### config.mk
export PLATFORM = sky130hd
export DESIGN_NAME = imm_extend_pipe
export DESIGN_NICKNAME = d
export VERILOG_FILES = /design/src/rtl/imm_ext_pkg.sv /design/src/rtl/imm_ext_core.sv /design/src/rtl/imm_extend_pipe.sv
export SDC_FILE = /design/constraint.sdc
export NUM_CORES = 1
export LEC_CHECK = 0
export CORE_UTILIZATION = 40
export DETAILED_ROUTE_END_ITERATION = 12
export RECOVER_POWER = 100
export SETUP_SLACK_MARGIN = 0.02
export SLEW_MARGIN = 40
export SYNTH_ARGS = -nofsm -noshare
export SYNTH_HDL_FRONTEND = slang
export SYNTH_SLANG_ARGS = --single-unit
### constraint.sdc
create_clock -name clk -period 2.8 [get_ports clk]
set_input_delay 0.7 -clock clk [delete_from_list [all_inputs] [get_ports clk]]
set_output_delay 0.7 -clock clk [all_outputs]
set_load 0.02 [all_outputs]
### src/rtl/imm_ext_pkg.sv
// Shared types for the registered immediate-extension unit.
package imm_ext_pkg;

    localparam int MODE_W = 2;

    // Extension mode; the encoding is visible to the decoder, so it is fixed.
    typedef enum logic [MODE_W-1:0] {
        EXT_SEXT   = 2'd0,
        EXT_ZEXT   = 2'd1,
        EXT_UPPER  = 2'd2,
        EXT_BRANCH = 2'd3
    } ext_mode_e;

    // Occupancy of the output register plus skid register.
    typedef enum logic [1:0] {
        SKID_EMPTY = 2'd0,
        SKID_ONE   = 2'd1,
        SKID_TWO   = 2'd2
    } skid_state_e;

endpackage

### src/rtl/imm_ext_core.sv
// Combinational immediate extension: IN_W-bit field to OUT_W-bit operand.
module imm_ext_core
    import imm_ext_pkg::*;
#(
    parameter int IN_W  = 16,
    parameter int OUT_W = 32
) (
    input  logic [IN_W-1:0]   i_imm,
    input  logic [MODE_W-1:0] i_mode,
    output logic [OUT_W-1:0]  o_result
);

    localparam int PAD_W = OUT_W - IN_W;

    logic [OUT_W-1:0] w_sext;
    logic [OUT_W-1:0] w_zext;
    logic [OUT_W-1:0] w_upper;
    logic [OUT_W-1:0] w_branch;

    assign w_sext   = {{PAD_W{i_imm[IN_W-1]}}, i_imm};
    assign w_zext   = {{PAD_W{1'b0}}, i_imm};
    assign w_upper  = {i_imm, {PAD_W{1'b0}}};
    // Word offset to byte offset; the two sign bits shifted out are dropped.
    assign w_branch = {w_sext[OUT_W-3:0], 2'b00};

    // Select the extension requested for this transaction.
    always_comb begin
        o_result = w_sext;
        case (ext_mode_e'(i_mode))
            EXT_SEXT:   o_result = w_sext;
            EXT_ZEXT:   o_result = w_zext;
            EXT_UPPER:  o_result = w_upper;
            EXT_BRANCH: o_result = w_branch;
            default:    o_result = w_sext;
        endcase
    end

endmodule

### src/rtl/imm_extend_pipe.sv
// Registered immediate extender with valid/ready handshake and 2-entry skid.
//
// state      | meaning
// -----------+---------------------------------------------------------
// SKID_EMPTY | nothing held; out_valid=0, in_ready=1
// SKID_ONE   | result in main register only; out_valid=1, in_ready=1
// SKID_TWO   | main and skid both full; out_valid=1, in_ready=0
//
// Results are extended at accept time, so both registers hold final
// OUT_W values and a skid-to-main move needs no recomputation.
// IN_W must be >= 2 and OUT_W >= IN_W+2.
module imm_extend_pipe
    import imm_ext_pkg::*;
#(
    parameter int IN_W  = 16,
    parameter int OUT_W = 32
) (
    input  logic              clk,
    input  logic              reset,
    input  logic              in_valid,
    output logic              in_ready,
    input  logic [IN_W-1:0]   in_imm,
    input  logic [MODE_W-1:0] in_mode,
    output logic              out_valid,
    input  logic              out_ready,
    output logic [OUT_W-1:0]  out_data,
    output logic              out_neg
);

    skid_state_e      r_state;
    skid_state_e      w_state_nxt;
    logic             r_in_ready;
    logic [OUT_W-1:0] r_main;
    logic [OUT_W-1:0] r_skid;
    logic [OUT_W-1:0] w_ext;
    logic             w_accept;
    logic             w_drain;
    logic             w_load_main_ext;
    logic             w_load_main_skid;
    logic             w_load_skid;

    imm_ext_core #(
        .IN_W  (IN_W),
        .OUT_W (OUT_W)
    ) u_core (
        .i_imm    (in_imm),
        .i_mode   (in_mode),
        .o_result (w_ext)
    );

    assign w_accept = in_valid && r_in_ready;
    assign w_drain  = (r_state != SKID_EMPTY) && out_ready;

    // Next occupancy and which register each new value lands in.
    always_comb begin
        w_state_nxt      = r_state;
        w_load_main_ext  = 1'b0;
        w_load_main_skid = 1'b0;
        w_load_skid      = 1'b0;
        case (r_state)
            SKID_EMPTY: begin
                if (w_accept) begin
                    w_load_main_ext = 1'b1;
                    w_state_nxt     = SKID_ONE;
                end
            end
            SKID_ONE: begin
                if (w_accept && w_drain) begin
                    w_load_main_ext = 1'b1;
                end else if (w_accept) begin
                    w_load_skid = 1'b1;
                    w_state_nxt = SKID_TWO;
                end else if (w_drain) begin
                    w_state_nxt = SKID_EMPTY;
                end
            end
            SKID_TWO: begin
                // in_ready is low here, so no accept can coincide.
                if (w_drain) begin
                    w_load_main_skid = 1'b1;
                    w_state_nxt      = SKID_ONE;
                end
            end
            default: begin
                w_state_nxt = SKID_EMPTY;
            end
        endcase
    end

    // Occupancy register; in_ready is registered from the next occupancy.
    always_ff @(posedge clk or posedge reset) begin
        if (reset) begin
            r_state    <= SKID_EMPTY;
            r_in_ready <= 1'b1;
        end else begin
            r_state    <= w_state_nxt;
            r_in_ready <= (w_state_nxt != SKID_TWO);
        end
    end

    // Data registers: main feeds the output, skid absorbs one stalled result.
    always_ff @(posedge clk or posedge reset) begin
        if (reset) begin
            r_main <= '0;
            r_skid <= '0;
        end else begin
            if (w_load_main_ext) begin
                r_main <= w_ext;
            end else if (w_load_main_skid) begin
                r_main <= r_skid;
            end
            if (w_load_skid) begin
                r_skid <= w_ext;
            end
        end
    end

    assign in_ready  = r_in_ready;
    assign out_valid = (r_state != SKID_EMPTY);
    assign out_data  = r_main;
    assign out_neg   = r_main[OUT_W-1];

endmodule

**Yosys cells after proc, flatten, opt, wreduce, memory -nomap -nowiden**

Index checks and enable logic that the tools add are counted.

- Muxes and demuxes: 16
- Equality and inequality tests: 6
- Reductions and logical operators: 7

Operator list:

| operator | count |
|---|---|
| one-hot mux 32 bit (4 select lines) | 1 |
| two-way mux 32 bit | 2 |
| two-way mux 2 bit | 5 |
| equality test 2 bit, second input constant | 3 |
| two-way mux 1 bit | 6 |
| one-hot mux 2 bit (3 select lines) | 1 |
| equality test 2 x 1 -> 1 bit, second input constant | 2 |
| logical NOT 2 bit | 2 |
| nonzero test 2 bit | 2 |
| logical AND 1 bit | 3 |
| != test 2 bit, second input constant | 1 |
| one-hot mux 1 bit (2 select lines) | 1 |

- Output and inout port bits: 35
- Input bits: 22
- Logic and storage cells: 33
- Flip-flop bits (word level): 67

**Longest topological paths before layout**

- Depth in word-level cells: 7
- Gate-level depth with buffers: 7

**Modules after synthesis**

Synthesis repeated with hierarchy kept, for this count alone.

- Cells, all modules: 248
- Area, all modules: 3712.3 µm²

Modules (own cells, without submodules):

| module | sequential area each (µm²) | cells an instance | area an instance (µm²) | times used |
|---|---|---|---|---|
| imm_extend_pipe | 1677.9 | 188 | 3200.6 | 1 |
| imm_ext_core | 0.0 | 60 | 511.7 | 1 |

**Worst setup path before layout**

Ideal clock, no wire load.

- Path kind: in2reg
- Start point: input port out_ready
- End point: register r_skid[10]
- Required time: 2675 ps
- Stages: 5
- Path slack: 1055 ps
- Data arrival time: 1620 ps
- Path buffers: 2
- Setup time: 125 ps
- Cell sequence: nor2b_1 -> and2_1 -> buf_4 -> buf_6 -> mux2_4

- Word-level cells in the longest chain between the ends: 4

RTL lines:

| what | RTL line | text |
|---|---|---|
| start: declaration | imm_extend_pipe.sv:25 | `input logic out_ready,` |
| logical AND 1 bit | imm_extend_pipe.sv:52 | `assign w_drain = (r_state != SKID_EMPTY) && out_ready;` |
| logical AND 1 bit | imm_extend_pipe.sv:68 | `if (w_accept && w_drain) begin` |
| two-way mux 1 bit | imm_extend_pipe.sv:68 |  |
| two-way mux 1 bit | imm_extend_pipe.sv:60 | `case (r_state)` |
| end signal: assignment | imm_extend_pipe.sv:113 | `r_skid <= w_ext;` |
| end: declaration | imm_extend_pipe.sv:34 | `logic [OUT_W-1:0] r_skid;` |

Every way passes these cells.
A chain may end at the register's enable or synchronous reset.

**Final worst setup path**

- Start point: input port in_valid
- End point: register r_in_ready, in the netlist in_ready

- Word-level cells in the longest chain between the ends: 5
- Elaborated cells on any way between the ends: 7

RTL lines:

| what | RTL line | text |
|---|---|---|
| start: declaration | imm_extend_pipe.sv:20 | `input logic in_valid,` |
| logical AND 1 bit (*) | imm_extend_pipe.sv:51 | `assign w_accept = in_valid && r_in_ready;` |
| two-way mux 2 bit / logical AND 1 bit (equally long branches) | imm_extend_pipe.sv:70, imm_extend_pipe.sv:68 |  |
| two-way mux 2 bit | imm_extend_pipe.sv:68 |  |
| one-hot mux 2 bit (3 select lines) (*) | imm_extend_pipe.sv:60 |  |
| != test 2 bit (*) | imm_extend_pipe.sv:97 | `r_in_ready <= (w_state_nxt != SKID_TWO);` |
| end signal: assignment | imm_extend_pipe.sv:97 |  |
| end: declaration | imm_extend_pipe.sv:32 | `logic r_in_ready;` |

Every way passes the cells marked *; elsewhere a longest branch is shown, timed or not.

==> impl_metrics.json <==
{
  "status": "finished, final reports clean",
  "cellLeakagePower_nw": 1.90,
  "cts_hold_buf": 0,
  "reg2regPathDepth": 4,
  "endpoint_kind": "register",
  "cts-root-buf": "clkbuf_8",
  "antenna_found_initial": 0,
  "yosysWarnings": 0,
  "yosysSeqAreaShare_pct": 52.0,
  "hp-class": "reg2reg",
  "ios": 57,
  "hpwl_mm": 5.04,
  "ys_seq_elements": 67,
  "area_delta_synth_final_pct": 25.4,
  "viasPerCell": 5.47,
  "die_w_um": 91.8,
  "grt_pass1_vias": 2360,
  "nNetsFinal": 336,
  "arrival_ns": 2.73,
  "synth_area_um2": 3230,
  "hp-start": "r_skid[6]",
  "hold_violations": 0,
  "avgSynthCellArea_um2": 12.4,
  "fin_crit_ns": 2.46,
  "worst_slack_ns": 0.339,
  "r2r_setup_slack_ns": 0.70,
  "hold_depth": 1,
  "post-cts-setup-buffer-count": 0,
  "ys_top_cells_by_area": "dfrtp_1, mux2i_1, a21oi_1",
  "firstDrtPassIters": 4,
  "routed-via-count": 2304,
  "die_h_um": 91.8,
  "post-place-ws_ns": 0.295,
  "path_clk_slew_ns": 0.07,
  "drv_slew": 0,
  "worstSetupPathType": "in2reg",
  "p_per_area_nw_per_um2": 1020,
  "gp_congestion": 0.745,
  "final_layout_size_suffix_gt1_share_pct": 14.1,
  "period_share_pct": 87.9,
  "clk_path_buf_depth": 2,
  "grt.overflow.total": 0,
  "grt_max_degree": 48,
  "grt_pass1_wl_mm": 12.5,
  "worstReg2RegEnd": "in_ready",
  "port_buffers": 56,
  "start_util_pct": 41.6,
  "first_iter_violations": 102,
  "post-place-cells": 405,
  "path_max_fanout": 21,
  "max_slew_margin_pct": 20.9,
  "grt_setup_unrepaired": "no",
  "core_um2": 7770,
  "htree_levels": 3,
  "diodes": 0,
  "whs_endpoint": "r_skid[6]",
  "rows": 32,
  "dieArea_um2": 8430,
  "setup-violations-final": 0,
  "avgRoutedWirePerCell_um": 18.1,
  "syn_nets": 282,
  "route.antenna.remaining_nets": 0,
  "grt.total_usage_pct": 19.6,
  "ir_drop_mv": 0.446,
  "stdcell_count": 421,
  "cts-buffers-inserted": 9,
  "numClockSinks": 67,
  "cts_tree": "built",
  "drc": 0,
  "finClkSkew_ns": 0.00916,
  "cts_resized": 0,
  "final_cell_mix": "dfrtp_1, mux2i_1, a21oi_1",
  "synth_top_cell_area_share_pct": 51.2,
  "syn_inst": 260,
  "critical_path_required_ns": 3.07,
  "rr_startpoint": "r_state[1]",
  "crit_path_start_kind": "primary input",
  "layout_commonest_cell": "dfrtp_1",
  "ys_types": 26,
  "cap_viol_max_count": 0,
  "synth_top_area_cell": "dfrtp_1",
  "total_power_w": 0.00414,
  "fin_setup_tns_ns": 0,
  "fmax_mhz": 406,
  "worst_pin_slew_ns": 1.19,
  "postRouteWirelength_mm": 7.61,
  "insertion_delay_ns": 0.34
}
flip-flops by register name, summed over array words and instances (netlist names):
register and cells:
r_state 2, out_data 32, r_skid 32, in_ready 1
cell type report:
class | count | area, um2
Inverter | 6 | 22.5
Fill cell | 722 | 3720
Tap cell | 102 | 128
Clock inverter | 5 | 53.8
Timing Repair Buffer | 66 | 663
Clock buffer | 11 | 131
Multi-Input combinational cell | 164 | 1370
Sequential cell | 67 | 1680
cell families (layout without fill, tap and decap cells):
group	Yosys count	count (layout)	share of synthesized area, %
buffers and inverters	29	88	4.88
XOR/XNOR	1	1	0.271
multiplexers	80	80	26.8
flip-flops	67	67	52.0
AND/OR/NAND/NOR	13	13	2.56
AO/OA/AOI/OAI	70	70	13.5
Yosys cell counts:
library cell	count
xnor2_1	1
or2_2	2
nor2_1	1
buf_2	6
a21oi_1	39
o21ai_0	1
dfrtp_1	66
mux2_1	6
and3b_1	1
mux2i_1	50
and2_1	2
mux2_2	17
buf_6	3
mux2_4	7
buf_4	5
clkbuf_1	9
nor2b_1	2
nor3_2	1
a22o_1	9
inv_1	6
o2bb2ai_1	1
dfstp_2	1
nand3b_2	1
o22ai_1	1
a22oi_1	19
nand2_1	3
how the worst max path moves through the flow:
stage	from	end	slack, ns
global placement	in_mode[1]	out_data[28]	0.08
finish	in_valid	in_ready	0.34
global route	in_valid	in_ready	0.21
CTS	r_state[1]	out_valid	0.42
detailed placement	out_ready	r_skid[13]	0.30
floorplan	reset	out_data[0]	0.42
layer usage:
metal	global-route usage, %	vias to the layer above	wire, um
met2	30.6	68	3510
met4	7.81	0	112
li1	-	1067	-
met5	0	-	0
met3	4.06	13	346
met1	26.7	1156	3640
per-stage QoR:
step | hold WS [ns] | cell area, um2 | utilization, %
2_1_floorplan | 0.475 | 3230 | -
5_1_grt | 0.502 | 4050 | 52.1
3_5_place_dp | 0.493 | 3920 | 50.5
6_report | 0.491 | 4050 | 52.1
3_3_place_gp | 0.487 | 3910 | 50.4
4_1_cts | 0.509 | 4110 | 52.9
worst max-delay path, stage by stage:
cell and delay, ns:
dlygate4sd3_1 0.54, and3b_1 0.18, clkbuf_1 0.77, mux2i_1 0.20
or2_2 0.34
where the power goes:
| group | internal [W] | switching (W) |
|---|---|---|
| clock network | 0.000409 | 0.000367 |
| logic | 0.000826 | 0.000864 |
| registers | 0.00143 | 0.000246 |
| total | 0.00267 | 0.00148 |
Power figures use the tool's default switching activity.
